===== src/rtl/uart_rx_frontend.sv =====
// UART receive front-end: 2-flop line sync, 3-sample majority vote per bit,
// stop-bit check, FIFO write strobe plus framing/overrun pulses.
module uart_rx_frontend #(
    parameter int unsigned DataLength = 8,
    parameter int unsigned OverSample = 8
) (
    input  logic                  i_clk,
    input  logic                  i_rst,
    input  logic                  i_baud_tick,
    input  logic                  i_rx,
    input  logic                  i_fifo_full,
    output logic [DataLength-1:0] o_data,
    output logic                  o_valid,
    output logic                  o_frame_err,
    output logic                  o_overrun,
    output logic                  o_busy
);

    localparam int unsigned CW = (OverSample > 1) ? $clog2(OverSample) : 1;
    localparam int unsigned BW = $clog2(DataLength + 1);
    localparam logic [CW-1:0] CntLast = CW'(OverSample - 1);
    localparam logic [CW-1:0] SampA   = CW'(OverSample / 2 - 1);
    localparam logic [CW-1:0] SampB   = CW'(OverSample / 2);
    localparam logic [CW-1:0] SampC   = CW'(OverSample / 2 + 1);
    localparam logic [BW-1:0] BitLast = BW'(DataLength - 1);

    typedef enum logic [2:0] {
        IDLE,
        START,
        DATA,
        STOP,
        BRK
    } state_e;

    logic rst_meta_q, rst_q;
    logic rx_meta_q, rx_s_q;

    state_e                  state_q, state_d;
    logic [CW-1:0]           cnt_q, cnt_d;
    logic [BW-1:0]           bit_q, bit_d;
    logic [DataLength-1:0]   sh_q, sh_d;
    logic                    sa_q, sa_d;
    logic                    sb_q, sb_d;
    logic [DataLength-1:0]   data_q, data_d;
    logic                    valid_q, valid_d;
    logic                    ferr_q, ferr_d;
    logic                    ovr_q, ovr_d;

    logic maj, decide, wrap;

    // Assert asynchronously, release two clocks after i_rst drops.
    always_ff @(posedge i_clk or posedge i_rst) begin
        if (i_rst) begin
            rst_meta_q <= 1'b1;
            rst_q      <= 1'b1;
        end else begin
            rst_meta_q <= 1'b0;
            rst_q      <= rst_meta_q;
        end
    end

    always_ff @(posedge i_clk or posedge rst_q) begin
        if (rst_q) begin
            rx_meta_q <= 1'b1;
            rx_s_q    <= 1'b1;
        end else begin
            rx_meta_q <= i_rx;
            rx_s_q    <= rx_meta_q;
        end
    end

    assign maj    = (sa_q & sb_q) | (sa_q & rx_s_q) | (sb_q & rx_s_q);
    assign decide = (cnt_q == SampC);
    assign wrap   = (cnt_q == CntLast);

    always_comb begin
        state_d = state_q;
        cnt_d   = cnt_q;
        bit_d   = bit_q;
        sh_d    = sh_q;
        sa_d    = sa_q;
        sb_d    = sb_q;
        data_d  = data_q;
        valid_d = 1'b0;
        ferr_d  = 1'b0;
        ovr_d   = 1'b0;
        if (i_baud_tick) begin
            cnt_d = wrap ? '0 : cnt_q + 1'b1;
            if (cnt_q == SampA) sa_d = rx_s_q;
            if (cnt_q == SampB) sb_d = rx_s_q;
            unique case (state_q)
                IDLE: begin
                    cnt_d = '0;
                    if (!rx_s_q) state_d = START;
                end
                START: begin
                    if (decide && maj) begin
                        state_d = IDLE;
                    end else if (wrap) begin
                        state_d = DATA;
                        bit_d   = '0;
                    end
                end
                DATA: begin
                    if (decide) sh_d = DataLength'({maj, sh_q} >> 1);
                    if (wrap) begin
                        if (bit_q == BitLast) state_d = STOP;
                        else bit_d = bit_q + 1'b1;
                    end
                end
                STOP: begin
                    if (decide) begin
                        if (!maj) begin
                            ferr_d  = 1'b1;
                            state_d = BRK;
                        end else if (i_fifo_full) begin
                            ovr_d   = 1'b1;
                            state_d = IDLE;
                        end else begin
                            valid_d = 1'b1;
                            data_d  = sh_q;
                            state_d = IDLE;
                        end
                    end
                end
                BRK: begin
                    // A held-low line must go high before another start.
                    cnt_d = '0;
                    if (rx_s_q) state_d = IDLE;
                end
                default: state_d = IDLE;
            endcase
        end
    end

    always_ff @(posedge i_clk or posedge rst_q) begin
        if (rst_q) begin
            state_q <= IDLE;
            cnt_q   <= '0;
            bit_q   <= '0;
            sh_q    <= '0;
            sa_q    <= 1'b1;
            sb_q    <= 1'b1;
            data_q  <= '0;
            valid_q <= 1'b0;
            ferr_q  <= 1'b0;
            ovr_q   <= 1'b0;
        end else begin
            state_q <= state_d;
            cnt_q   <= cnt_d;
            bit_q   <= bit_d;
            sh_q    <= sh_d;
            sa_q    <= sa_d;
            sb_q    <= sb_d;
            data_q  <= data_d;
            valid_q <= valid_d;
            ferr_q  <= ferr_d;
            ovr_q   <= ovr_d;
        end
    end

    assign o_data      = data_q;
    assign o_valid     = valid_q;
    assign o_frame_err = ferr_q;
    assign o_overrun   = ovr_q;
    assign o_busy      = (state_q != IDLE);

endmodule

===== config.mk =====
export PLATFORM = sky130hd
export DESIGN_NAME = uart_rx_frontend
export DESIGN_NICKNAME = d
export VERILOG_FILES = /design/src/rtl/uart_rx_frontend.sv
export SDC_FILE = /design/constraint.sdc
export NUM_CORES = 1
export LEC_CHECK = 0
export ABC_AREA = 0
export BUFFER_PORTS_ARGS = -buffer_cell sky130_fd_sc_hd__buf_2
export CELL_PAD_IN_SITES_DETAIL_PLACEMENT = 0
export CELL_PAD_IN_SITES_GLOBAL_PLACEMENT = 2
export CORE_UTILIZATION = 25
export CTS_CLUSTER_DIAMETER = 100
export DETAILED_ROUTE_END_ITERATION = 10
export GPL_TIMING_DRIVEN = 0
export PLACE_DENSITY = 0.66
export SYNTH_ARGS = -nofsm -noshare
export SYNTH_HDL_FRONTEND = slang
export SYNTH_SLANG_ARGS = --single-unit
export TNS_END_PERCENT = 20

===== constraint.sdc =====
create_clock -name i_clk -period 1.3 [get_ports i_clk]
set_clock_uncertainty 0.15 [all_clocks]
set_input_delay 0.195 -clock i_clk [delete_from_list [all_inputs] [get_ports i_clk]]
set_output_delay 0.195 -clock i_clk [all_outputs]
set_load 0.05 [all_outputs]

**After elaboration in Yosys (flattened, before gate mapping)**

Cells that the tools add are included.

- Input bits: 5
- Word-level logic and storage cells: 81
- Output and inout port bits: 12
- Register bits after elaboration: 35

- Add/sub/neg operators: 2
- Reductions and logical operators: 11
- Equal/unequal tests: 18
- Multiplexer cells: 30
- Bitwise operators: 6

Operator list:

| cell | count |
|---|---|
| $mux 3 | 10 |
| $mux 4 | 4 |
| $ne 2x2->1 const B | 8 |
| $pmux 3 s5 | 1 |
| $mux 1 | 14 |
| $eq 3x3->1 const B | 4 |
| $eq 3x2->1 const B | 3 |
| $pmux 4 s2 | 1 |
| $reduce_and 7->1 | 1 |
| $reduce_and 6->1 | 1 |
| $reduce_and 5->1 | 1 |
| $add 4x1->4 const B | 1 |
| $eq 4x3->1 const B | 1 |
| $reduce_and 2->1 | 2 |
| $add 3x1->3 const B | 1 |
| $and 1x1->1 | 3 |
| $eq 3x1->1 const B | 1 |
| $logic_not 3->1 | 1 |
| $ne 3x3->1 const B | 1 |
| $reduce_and 3->1 | 1 |
| $reduce_bool 3->1 | 1 |
| $or 1x1->1 | 2 |
| $reduce_bool 2->1 | 1 |
| $reduce_or 2->1 | 1 |
| 2 further kinds | 2 |

**Logic depth before layout (Yosys ltp)**

Gate-level depths: netlist of the first run.

- Depth after elaboration: 7
- Gate-level depth with buffers: 8
- Depth with buffers taken out: 6

**Least setup slack after synthesis of the first run**

No wires, ideal clock.

- Kind: reg2reg
- From: register cnt_q[1]
- To: register data_q[0] (netlist: o_data[0])
- Slack: -0.759 ns
- Clock period less this slack: 2.059 ns
- Buffers on the path: 2
- Arrival: 1.784 ns
- Required time: 1.025 ns
- Library setup time: 0.125 ns
- Stages on the path, launching flop included: 9
- Cell sequence: dfrtp_1 inv_1 ha_1 and2_1 buf_6 nand2_4 or4b_1 buf_6 mux2_4

- Cells in the longest elaborated chain, start to end: 2

RTL lines:

| what | RTL line | text |
|---|---|---|
| start, declared | 39 | `logic [CW-1:0] cnt_q, cnt_d;` |
| start signal, assigned | 150 | `cnt_q <= cnt_d;` |
| $eq 3x3->1 | 73 | `assign decide = (cnt_q == SampC);` |
| $reduce_and 5->1 (no line) | - |  |
| end signal, assigned | 155 | `data_q <= data_d;` |
| end, declared | 44 | `logic [DataLength-1:0] data_q, data_d;` |

Every way passes these cells.
A chain may end at the register's enable or synchronous reset.

**Worst setup path in the final report of the first run**

- From: register rx_s_q
- To: register data_q[3] (netlist: o_data[3])

- Cells in the longest elaborated chain, start to end: 4
- Elaborated cells on any way between the ends: 5
- Classes of those cells: bitwise (4); reduce/logical (1)

RTL lines:

| what | RTL line | text |
|---|---|---|
| start, declared | 36 | `logic rx_meta_q, rx_s_q;` |
| start signal, assigned | 68 | `rx_s_q <= rx_meta_q;` |
| $and 1x1->1 | 72 | `assign maj = (sa_q & sb_q) \| (sa_q & rx_s_q) \| (sb_q & rx_s_q);` |
| $or 1x1->1 | 72 |  |
| $or 1x1->1 (*) | 72 |  |
| $reduce_and 5->1 (no line) (*) | - |  |

Mark *: on every way between the ends. The rest lies on a longest branch, timed or not.

==> results of run 1 <==
==> cell type report <==
cell class	count	area (um^2)
inverters	9	37.5
well taps	77	96.3
flip-flops and latches	35	885
clock inverters	2	60.1
plain buffers	3	26.3
clock buffers	6	72.6
repair buffers	29	191
fillers	636	4180
multi-input cells	84	805
==> per-stage QoR <==
step                hold slack [ns]  std cells  instance area (um^2)  worst slack [ns]  TNS, ns
global placement             0.0701        226                  1820            -0.812   -26.57
CTS                          0.0281        243                  2110            -0.791   -17.25
finish                       0.0526        245                  2170            -0.692   -15.04
global route                 0.0639        245                  2170            -0.734   -16.86
floorplan                   -0.0435        133                  1640            -0.742   -13.97
detailed placement           0.0724        226                  1820            -0.852   -28.92
==> routing by layer <==
metal  share of wire (%)  up-vias  track usage [%]
li1                    -      540                -
met1                  49      544             13.0
met2                  45       19             15.1
met3                 4.5        7             3.38
met4                 1.8        0             4.23
met5                   0        -                0
==> cells in the mapped netlist (2+ instances only) <==
| master | number |
|---|---|
| inv_1 | 9 |
| mux2_4 | 8 |
| dfrtp_1 | 29 |
| o21ai_0 | 7 |
| dfstp_2 | 6 |
| mux2_2 | 10 |
| or3_1 | 2 |
| a31oi_1 | 2 |
| a211o_1 | 2 |
| buf_2 | 2 |
| buf_6 | 2 |
| a21oi_1 | 3 |
| nand3_1 | 4 |
| nor2_1 | 5 |
| nand2_1 | 9 |
| ha_1 | 6 |
==> cells by family (layout without fill, tap and decap cells) <==
| family | after synthesis | count (layout) | synth area share (%) |
|---|---|---|---|
| fa+ha+maj | 7 | 7 | 5.26 |
| mux | 18 | 18 | 14.2 |
| flops | 35 | 35 | 53.9 |
| buf+inv | 14 | 49 | 4.27 |
| other cells | 1 | 1 | 0.229 |
| simple gates | 35 | 35 | 13.0 |
| compound gates | 23 | 23 | 9.23 |
==> sequential cells by signal, indices dropped and copies added, names as in the netlist <==
register,count
rx_s_q,1
cnt_q,3
o_valid,1
sb_q,1
rst_meta_q,1
o_data,8
rx_meta_q,1
state_q,3
rst_q,1
bit_q,4
sh_q,8
o_overrun,1
o_frame_err,1
sa_q,1
==> worst max path at each step <==
stage	slack [ns]	start	cells after the start	to
global route	-0.73	cnt_q[1]	6	o_data[0]
CTS	-0.79	cnt_q[1]	7	o_data[0]
finish	-0.69	rx_s_q	3	o_data[3]
global placement	-0.81	cnt_q[1]	8	o_data[1]
detailed placement	-0.85	cnt_q[1]	8	o_data[0]
floorplan	-0.74	cnt_q[1]	8	o_data[0]
==> placed cells by master, fill, tap and decap left out, types with 3 or more instances in the layout <==
master         netlist  final
nand2_1              9      9
mux2_2              10      6
buf_2                2     15
nand3_1              4      4
dfstp_2              6      6
buf_6                2      3
buf_4                0     10
clkbuf_8             0      5
o21ai_0              7      5
mux2_4               8     12
nor2_1               5      3
dlygate4sd3_1        0      3
ha_1                 6      3
dfrtp_1             29     28
inv_1                9      7
a21oi_1              3      3
==> critical path, stage by stage, from the launching register on <==
cell     delay, ns
dfstp_2       0.56
maj3_2        0.24
or4b_4        0.59
mux2_4        0.34
==> timing repair <==
| action | 4_1_cts | 5_1_grt |
|---|---|---|
| setup endpoints to repair | 63 | 32 |
| pin swaps | 5 | 5 |
| gates resized for setup | 25 | 9 |
| endpoints found under the hold margin | 4 | 0 |
| setup buffers | 7 | 3 |
| hold buffers | 3 | 0 |
==> power by group through the flow <==
stage | registers, mW | logic (mW) | clock network, mW
final | 1.39 | 1.23 | 1.15
after global routing | 1.42 | 1.35 | 1.23
after CTS | 1.39 | 1.08 | 1.19
after detailed placement | 1.40 | 0.833 | 0
after global placement | 1.39 | 0.818 | 0
after floorplan | 1.39 | 0.655 | 0
==> results by group, run 1 <==
Status
  – Outcome: finished, violations left
  – Violated checks: setup timing

Routing
  – First-pass DRT Iterations: 4
  – Post-route ant nets: 0
  – Total Wirelength: 3150 um
  – Via count: 1110
  – DR iter-0 viols: 25
  – Routed vias/inst: 4.53
  – WL per Instance: 12.9 um
  – DRC Markers: 0

Critical path
  – Worst EP arrival: 2.01 ns
  – RR Startpoint: rx_s_q
  – WS Path Type: reg2reg
  – Setup crit start kind: flop
  – Setup crit end kind: flop
  – R2R depth: 3
  – CP required: 1.32 ns
  – Worst Path Max Fanout: 8
  – Flop2flop setup slack: -0.69 ns
  – Reg-to-Reg End: o_data[3]

Hold path
  – Hold Crit Depth: 2
  – WHS Endpoint: o_overrun
  – HP Class: in2reg
  – Hold_sp: i_fifo_full

Power and ir drop
  – P_sw: 1.13 mW
  – VDD IR max: 0.778 mV
  – Int Pwr: 2.64 mW
  – Reg power frac: 37.0%
  – Switching power share of the total: 30.0%
  – Combinational share of power: 32.6%
  – Leak: 1.04 nW
  – Power Total: 3.77 mW
  – Pwr dens: 1730 nW/um^2
  – Clock Power Share: 30.4%

Yosys
  – Syn Area/Cell: 12.3 um^2
  – Mapped Cells: 133
  – Yosys warns: 0
  – Syn Nets: 144
  – Syn Std Cell Area: 1640 um^2
  – Distinct cells, synth: 43
  – EDFF count, synth: 0
  – Yosys top cell area share: 44.2%
  – Synth async-reset ratio: 100%
  – Register area share after synthesis: 53.9%
  – Yosys reg bits: 35
  – Primary FF master, synth: dfrtp_1
  – Largest area contributor in the netlist: dfrtp_1
  – Leading cell types by total area after synthesis: dfrtp_1 44%, dfstp_2 9.6%, mux2_4 7.3%, mux2_2 6.9%, ha_1 4.6%

STA
  – Final slew viol count: 0
  – Setup ws final: -0.692 ns
  – Worst slew pin tran: 0.711 ns
  – RSZ-0062 raised after global routing: yes
  – Final setup violation count: 32
  – Fmax: 502 MHz
  – Hold Violations, Final: 0
  – Slew margin rel.: 52.5%
  – Final Critical Period: 1.99 ns
  – Final worst path period share: 153%

Place
  – Buffers on Ports: 16
  – RePlAce Congestion: 0.712
  – Post-DP HPWL: 2160 um

Clock network
  – Clock buffer depth: 2
  – Clock buffer count from CTS: 5
  – Root Buffer: clkbuf_8
  – Clock-pin transition on the worst setup and hold timing paths: 0.07 ns
  – Clk Latency, worst-skew pair: 0.29 ns
  – H-tree levels: 2
  – Clock tree from TritonCTS: yes
  – Sinks on Clock Net: 35

Floorplan
  – DIE AREA: 6890 um^2
  – Die height: 83 um
  – Boundary pin count: 17
  – CORE AREA: 6350 um^2
  – Die X: 83 um
  – Row count: 29
  – Initial core utilization: 25.8%

Global routing
  – Grt ovf: 0
  – Number of global-route vias before repair: 1147
  – Largest net degree at the start of global routing: 34
  – First-pass GRT wire length: 5490 um
  – Initial antenna violation count: 0
  – Tot GR Track Use: 10.0%

Finish
  – Share of layout cells above drive strength 1: 48.8%
  – Final core utilization: 34.2%
  – Synthesis-to-finish area growth: 32.5%
  – Fin nets: 178
  – ANT cells: 0

Flow run
  – Max-cap violations: 0
Note: power is estimated with default switching activity, not from simulation.
==> inputs of run 2 (changes only) <==
--- a/config.mk
+++ b/config.mk
@@ -13,6 +13,7 @@
 export CTS_CLUSTER_DIAMETER = 100
 export DETAILED_ROUTE_END_ITERATION = 10
 export GPL_TIMING_DRIVEN = 0
+export MAX_ROUTING_LAYER = met4
 export PLACE_DENSITY = 0.66
 export SYNTH_ARGS = -nofsm -noshare
 export SYNTH_HDL_FRONTEND = slang
==> results by group, run 2 (synthesis gave the netlist of run 1 again) <==
Finish
  – Fin nets: 178 (unchanged)
  – Synthesis-to-finish area growth: 32.8% (was 32.5%)
  – Share of layout cells above drive strength 1: 48.8% (unchanged)
  – ANT cells: 0 (unchanged)
  – Commonest non-fill, non-tap cells in the layout: 28 x dfrtp_1, 13 x buf_2, 12 x mux2_4 (was 28 x dfrtp_1, 15 x buf_2, 12 x mux2_4)
  – Non-Filler Instances: 245 (unchanged)
  – Final core utilization: 34.3% (was 34.2%)
  – Most common cell after layout, fill and taps aside: dfrtp_1 (unchanged)

Routing
  – DRC Markers: 0 (unchanged)
  – WL per Instance: 12.9 um (about the same)
  – Via count: 1108 (was 1110)
  – DR iter-0 viols: 25 (unchanged)
  – Routed vias/inst: 4.52 (was 4.53)
  – First-pass DRT Iterations: 4 (unchanged)
  – Total Wirelength: 3160 um (was 3150 um)
  – Post-route ant nets: 0 (unchanged)

Status
  – Violated checks: setup timing (unchanged)
  – Outcome: finished, violations left (unchanged)

Global routing
  – Number of global-route vias before repair: 1144 (was 1147)
  – GR Util met1: 13.0% (unchanged)
  – Initial antenna violation count: 0 (unchanged)
  – Met2 Use GR: 15.1% (unchanged)
  – GR Util met3: 4.27% (was 3.38%)
  – Grt ovf: 0 (unchanged)
  – GRT busiest layer: met2 (unchanged)
  – Tot GR Track Use: 10.4% (was 10.0%)
  – Largest net degree at the start of global routing: 34 (unchanged)
  – First-pass GRT wire length: 5500 um (was 5490 um)

Critical path
  – Max stage delay on crit path: 0.59 ns (about the same)
  – RR Startpoint: rx_s_q (unchanged)
  – Worst path depth: 3 (unchanged)
  – Setup crit start kind: flop (unchanged)
  – WS Path Type: reg2reg (unchanged)
  – Worst path cell trace: maj3_2 > or4b_4 > mux2_4 (unchanged)
  – Reg-to-Reg End: o_data[3] (unchanged)
  – Worst EP arrival: 2.01 ns (about the same)
  – Setup crit end kind: flop (unchanged)
  – Crit-path leading delay family: simple AND/OR/NAND/NOR gates (unchanged)
  – Worst path slowest cell: or4b_4 (unchanged)
  – CP required: 1.31 ns (was 1.32 ns)
  – R2R depth: 3 (unchanged)
  – Flop2flop setup slack: -0.69 ns (about the same)
  – CP bufs+invs: 0 (unchanged)
  – Worst Path Max Fanout: 8 (unchanged)

Hold path
  – HP Class: in2reg (unchanged)
  – Hold Crit Depth: 2 (unchanged)
  – WHS Endpoint: o_overrun (unchanged)
  – Hold_sp: i_fifo_full (unchanged)

Clock network
  – Clock buffer count from CTS: 5 (unchanged)
  – Root Buffer: clkbuf_8 (unchanged)
  – Clock tree from TritonCTS: yes (unchanged)
  – Clk Latency, worst-skew pair: 0.28 ns (was 0.29 ns)
  – Sinks on Clock Net: 35 (unchanged)
  – H-tree levels: 2 (unchanged)
  – Clock-pin transition on the worst setup and hold timing paths: 0.07 ns (about the same)
  – Clock buffer depth: 2 (unchanged)

Floorplan
  – Die height: 83 um (unchanged)
  – CORE AREA: 6350 um^2 (unchanged)
  – Die X: 83 um (unchanged)
  – DIE AREA: 6890 um^2 (unchanged)
  – Initial core utilization: 25.8% (unchanged)
  – Boundary pin count: 17 (unchanged)
  – Row count: 29 (unchanged)

Power and ir drop
  – Reg power frac: 37.0% (about the same)
  – Combinational share of power: 32.6% (about the same)
  – Leak: 1.04 nW (about the same)
  – Switching power share of the total: 30.0% (about the same)
  – VDD IR max: 0.777 mV (was 0.778 mV)
  – Pwr dens: 1730 nW/um^2 (about the same)
  – Clock Power Share: 30.4% (about the same)
  – P_sw: 1.13 mW (about the same)
  – Int Pwr: 2.64 mW (about the same)
  – Power Total: 3.77 mW (about the same)

Place
  – Total placed cells including tap cells: 226 (unchanged)
  – Buffers on Ports: 16 (unchanged)
  – RePlAce Congestion: 0.720 (was 0.712)
  – Post-DP HPWL: 2160 um (unchanged)

STA
  – RSZ-0062 raised after global routing: yes (unchanged)
  – Slew margin rel.: 52.5% (about the same)
  – Final setup violation count: 32 (unchanged)
  – Hold Violations, Final: 0 (unchanged)
  – Fmax: 502 MHz (about the same)
  – Final worst path period share: 153% (about the same)
  – Final Critical Period: 1.99 ns (about the same)
  – Worst slew pin tran: 0.711 ns (about the same)
  – Setup ws final: -0.692 ns (about the same)
  – Final slew viol count: 0 (unchanged)

Flow run
  – Max-cap violations: 0 (unchanged)
## run 2: cell types whose count changed in the layout (fill, tap and decap cells not counted), sizes merged
| cell | change |
|---|---|
| clkbuf | +2 |
| buf | -2 |
## run 2: what timing repair did
action / CTS / global route
endpoints found under the hold margin: 4 / 0
setup endpoints to repair: 63 / 34
hold buffers: 3 / 0
gates resized for setup: 25 / 11
buffers inserted: 7 / 3
pin swaps: 5 / 5
## run 2: metrics by stage
stage	TNS (ns)	setup slack, ns	area [um^2]	hold WS (ns)
2_1_floorplan	-13.97	-0.742	1640	-0.0435
3_3_place_gp	-26.57	-0.812	1820	0.0701
3_5_place_dp	-28.92	-0.852	1820	0.0724
4_1_cts	-17.25	-0.791	2110	0.0281
5_1_grt	-16.86	-0.734	2180	0.0595
6_report	-15.04	-0.692	2180	0.0540
## run 2: worst max-delay path by stage
stage | from | endpoint | slack (ns)
2_1_floorplan | cnt_q[1] | o_data[0] | -0.74
3_3_place_gp | cnt_q[1] | o_data[1] | -0.81
3_5_place_dp | cnt_q[1] | o_data[0] | -0.85
4_1_cts | cnt_q[1] | o_data[0] | -0.79
5_1_grt | cnt_q[1] | o_data[0] | -0.73
6_report | rx_s_q | o_data[3] | -0.69
## run 2: metal layers
layer  share of wire [%]  up-vias  routed length, um
met5                   0        -                  0
met4                 1.3        0                 40
met3                 4.5        4                142
met2                  45       19               1430
met1                  49      545               1540
li1                    -      540                  -
## run 2: power by group through the flow
stage                     Combinational [mW]  Clock (mW)  Sequential, mW
after global routing                    1.35        1.24            1.42
after detailed placement               0.833           0            1.40
after CTS                               1.08        1.19            1.39
after floorplan                        0.655           0            1.39
final                                   1.23        1.14            1.39
after global placement                 0.818           0            1.39
## run 2: final cells by class
type / instances / area [um^2]
Fill cell: 633 / 4170
Sequential cell: 35 / 885
Multi-Input combinational cell: 84 / 805
Timing Repair Buffer: 29 / 196
Tap cell: 77 / 96.3
Clock buffer: 6 / 72.6
Clock inverter: 2 / 60.1
Inverter: 9 / 37.5
Buffer: 3 / 26.3
